`config.mk`:
```
export PLATFORM = sky130hd
export DESIGN_NAME = fifo8x16
export DESIGN_NICKNAME = d
export VERILOG_FILES = /design/src/rtl/fifo8x16.sv
export SDC_FILE = /design/constraint.sdc
export NUM_CORES = 1
export LEC_CHECK = 0
export BUFFER_PORTS_ARGS = -buffer_cell sky130_fd_sc_hd__buf_2
export CORE_UTILIZATION = 30
export DETAILED_ROUTE_END_ITERATION = 12
export SYNTH_ARGS = -nofsm -noshare
export SYNTH_HDL_FRONTEND = slang
export SYNTH_SLANG_ARGS = --single-unit
```
`constraint.sdc`:
```
create_clock -name clk -period 3.3 [get_ports clk]
set_clock_uncertainty 0.15 [all_clocks]
set_input_delay 0 -clock clk [delete_from_list [all_inputs] [get_ports clk]]
set_output_delay 0 -clock clk [all_outputs]
set_load 0.02 [all_outputs]
```
`src/rtl/fifo8x16.sv`:
```
// 8-entry x 16-bit show-ahead FIFO with a mux8way16 read path.
// Optional sticky err output enabled by defining FIFO8X16_ERR_EN.

module mux8way16 (
  input  logic [7:0][15:0] in,
  input  logic [2:0]       sel,
  output logic [15:0]      out
);

  // One-hot decode of the select onto the eight words
  always_comb begin
    out = 16'h0000;
    unique case (1'b1)
      (sel == 3'd0): out = in[0];
      (sel == 3'd1): out = in[1];
      (sel == 3'd2): out = in[2];
      (sel == 3'd3): out = in[3];
      (sel == 3'd4): out = in[4];
      (sel == 3'd5): out = in[5];
      (sel == 3'd6): out = in[6];
      (sel == 3'd7): out = in[7];
      default:       out = 16'h0000;
    endcase
  end

endmodule

module fifo8x16 #(
  parameter int unsigned AF_LEVEL = 6,
  parameter int unsigned AE_LEVEL = 2
) (
  input  logic        clk,
  input  logic        rst_n,
  input  logic        push,
  input  logic [15:0] wr_data,
  input  logic        pop,
  output logic [15:0] rd_data,
  output logic        full,
  output logic        empty,
  output logic        almost_full,
  output logic        almost_empty,
`ifdef FIFO8X16_ERR_EN
  output logic        err,
`endif
  output logic [3:0]  count
);

  localparam logic [3:0] AF = AF_LEVEL[3:0];
  localparam logic [3:0] AE = AE_LEVEL[3:0];

  logic [7:0][15:0] mem_q, mem_d;
  logic [2:0]       wr_ptr_q, wr_ptr_d;
  logic [2:0]       rd_ptr_q, rd_ptr_d;
  logic [3:0]       count_q, count_d;
  logic             push_ok, pop_ok;
  logic [15:0]      head;

  // Flags decode straight from the occupancy register
  always_comb begin
    full         = (count_q == 4'd8);
    empty        = (count_q == 4'd0);
    almost_full  = (count_q >= AF);
    almost_empty = (count_q <= AE);
    count        = count_q;
  end

  // Acceptance: a pop frees the slot a full-FIFO push needs
  always_comb begin
    pop_ok  = pop & ~empty;
    push_ok = push & (~full | pop_ok);
  end

  // Next-state for storage, pointers and occupancy
  always_comb begin
    mem_d    = mem_q;
    wr_ptr_d = wr_ptr_q;
    rd_ptr_d = rd_ptr_q;
    count_d  = count_q;
    if (push_ok) begin
      mem_d[wr_ptr_q] = wr_data;
      wr_ptr_d        = wr_ptr_q + 3'd1;
    end
    if (pop_ok) begin
      rd_ptr_d = rd_ptr_q + 3'd1;
    end
    unique case ({push_ok, pop_ok})
      2'b10:   count_d = count_q + 4'd1;
      2'b01:   count_d = count_q - 4'd1;
      default: count_d = count_q;
    endcase
  end

  // Storage words carry no reset; stale data is masked by count
  always_ff @(posedge clk) begin
    mem_q <= mem_d;
  end

  // Pointer and occupancy registers
  always_ff @(posedge clk or negedge rst_n) begin
    if (!rst_n) begin
      wr_ptr_q <= 3'd0;
      rd_ptr_q <= 3'd0;
      count_q  <= 4'd0;
    end else begin
      wr_ptr_q <= wr_ptr_d;
      rd_ptr_q <= rd_ptr_d;
      count_q  <= count_d;
    end
  end

  mux8way16 u_rd_mux (
    .in  (mem_q),
    .sel (rd_ptr_q),
    .out (head)
  );

  // Show-ahead head word, zeroed while empty
  always_comb begin
    rd_data = empty ? 16'h0000 : head;
  end

`ifdef FIFO8X16_ERR_EN
  logic err_q, err_d;

  // Sticky record of any dropped request
  always_comb begin
    err_d = err_q
          | (push & full & ~pop_ok)
          | (pop & empty);
  end

  // Error flag register
  always_ff @(posedge clk or negedge rst_n) begin
    if (!rst_n) err_q <= 1'b0;
    else        err_q <= err_d;
  end

  assign err = err_q;
`endif

endmodule
```
==> flow_summary.ini <==
[outcome]
status = finished clean

[timing]
setup_tns_ns = 0
timing.fmax_mhz = 328
finalCritPeriodShare = 0.924
rsz0062_at_grt = false
hold_slack_ns = 0.254
hold_violations = 0
relSlewSlack = 0.438
finalSetupViolCount = 0
worstMarginPinSlew_ns = 0.839
maxSlewViolCount = 0
fin_crit_ns = 3.05

[setup_path]
end_kind = register
setup.worst_path.class = reg -> reg
crit_arrival_ns = 3.19
worst-path-max-fanout = 8
r2r-end = count[2]
cp_slowest_cell = or4_4
worstPathRequired_ns = 3.44
worstReg2RegStart = count[1]
slowest_delay_ns = 0.63
path_cells = or4_4, clkinv_2, nor2_2, ha_1, xnor2_1, a22o_1, a22oi_1, o21ai_0, dlygate4sd3_1
startpoint = count[1]
critPathLaunchType = register
r2r_slack_ns = 0.25
reg2reg_depth = 9

[cells_and_area]
nets = 450
fin_util = 0.382
drive_gt1_frac = 0.275
fin_area_sq_um = 6870
nFillCells = 1685
final_cell_mix = edfxtp_1, buf_2, mux2_2, dlygate4sd3_1, nor2_1
antenna_cells = 0
final_common_cell = edfxtp_1
areaGrowthSynthToFinish_pct = 24.8

[clock_tree]
cts_resized = 0
cts_tree = yes
clkTransAtPathRegs_ns = 0.06
numCtsBuffers = 17
numClockSinks = 138
clockRootBuffer = clkbuf_16
h-tree-depth = 4
insertion_delay_ns = 0.41
clockBufferDepth = 2

[logic_synthesis]
synth_ff_type = edfxtp_1
netlist_area_sq_um = 5500
syn_avg_cell_area_sq_um = 16.3
synth_top_area_cell = edfxtp_1
synth_cell_types = 39
yosys-top-cells-area = edfxtp_1, dfrtp_1, mux2_2
syn_nets = 367
synth_cells = 337
yosys_warnings = 0
synth_top_area_frac = 0.698
async_flop_share = 0.0725
yosysSeqAreaShare = 0.744
ys_ff_latch = 138
synth-edff-count = 128

[route]
num_vias = 3307
ant_nets = 0
wirelength_microns = 12300
drt_iter0_drc = 284
viasPerCell = 5.00
highest_layer = met4
drc = 0
wl_per_cell_microns = 18.6
firstDrtPassIters = 5
wl_met1_microns = 5330
met3_wirelength_microns = 540
dr_wl_met2_microns = 6280

[grt]
grt_max_degree = 25
grt_pass1_vias = 3487
overflow = 0
grt_pass1_wl_microns = 19300
antenna_found_initial = 0
grt_usage = 0.142

[power]
leakagePower_nw = 2.42
power_density_nw_per_um2 = 950
irDropWorstVdd_v = 0.000492

[floorplan]
core_sq_um = 18000
placementRows = 49
die_x_microns = 137
initial_core_util = 0.306
dieArea_sq_um = 18900
dieHeight_microns = 137
ios = 44

[hold_path]
hp-class = in -> reg
hold_end = mem_q[91]
hp-start = wr_data[11]
hold_path_depth = 2

[placement]
place_area_sq_um = 6060
gp_congestion = 0.751
port_buffers = 43
dp_hpwl_microns = 7540

[run]
maxCapViolations = 0
worst max-delay path by stage:
stage,to,slack (ns)
global route,rd_data[2],0.11
global placement,mem_q[104],0.68
CTS,rd_data[15],0.26
finish,count[2],0.25
detailed placement,mem_q[104],0.66
floorplan,mem_q[0],0.45
per-layer routing:
metal | GRT usage | vias up
met5 | 0 | -
met4 | 0.0495 | 0
met3 | 0.0397 | 13
met2 | 0.242 | 94
met1 | 0.170 | 1679
li1 | - | 1521
timing repair:
item,4_1_cts,5_1_grt
hold buffers,21,0
endpoints found under the hold margin,148,0
setup buffers,0,0
endpoints found under the setup margin,0,0
metrics by stage:
stage | setup slack (ns) | instances | power (W)
after floorplan | 0.452 | 337 | 0.00386
after global placement | 0.685 | 609 | 0.00459
after detailed placement | 0.664 | 609 | 0.00465
after CTS | 0.256 | 662 | 0.00659
after global routing | 0.107 | 662 | 0.00687
final | 0.249 | 662 | 0.00652
power breakdown:
part	switching, W	internal, W
Combinational	0.00145	0.000811
Clock	0.000710	0.00119
Sequential	0.000144	0.00222
Total	0.00230	0.00422
worst max-delay path, delay by kind of cell (launching register included):
family	cells	cell delay [ns]
xor gates and xnor gates	1	0.17
AOI/OAI and AO/OA	3	0.46
buffers and inverters	2	0.67
adders and majority gates	1	0.31
DFF	1	0.47
and+or+nand+nor	2	0.70
sequential cells by signal, summed over array words and instances (netlist names):
register and count:
rd_ptr_q 3, mem_q 128, wr_ptr_q 3, count 4
layout make-up:
type | count | area, sq um | area share
Clock inverter | 15 | 174 | 0.0253
Sequential cell | 138 | 4090 | 0.596
Clock buffer | 17 | 425 | 0.0619
Inverter | 8 | 31.3 | 0.00455
Multi-Input combinational cell | 175 | 1310 | 0.191
Timing Repair Buffer | 80 | 546 | 0.0794
Tap cell | 229 | 287 | 0.0417
kinds of logic after synthesis:
logic type / share of synthesized area
AND/OR/NAND/NOR: 0.0548
buffers and inverters: 0.0198
XOR/XNOR: 0.00637
multiplexers: 0.0511
AO/OA/AOI/OAI: 0.100
adder cells (fa/ha/maj): 0.0241
flip-flops: 0.744
Yosys cell counts, types with 2 or more instances:
library cell,instances
inv_1,7
mux2_2,21
or4_4,2
clkbuf_1,9
nand2_1,15
nor2b_1,3
ha_1,9
a22oi_1,17
mux2i_1,3
a31oi_1,17
a222oi_1,16
nand2b_1,4
dfrtp_1,10
o21ai_0,3
xnor2_1,3
nor2_1,20
edfxtp_1,128
nor3_1,4
buf_2,5
a21oi_1,14
nand3_1,9
(Power assumes the default switching activity.)
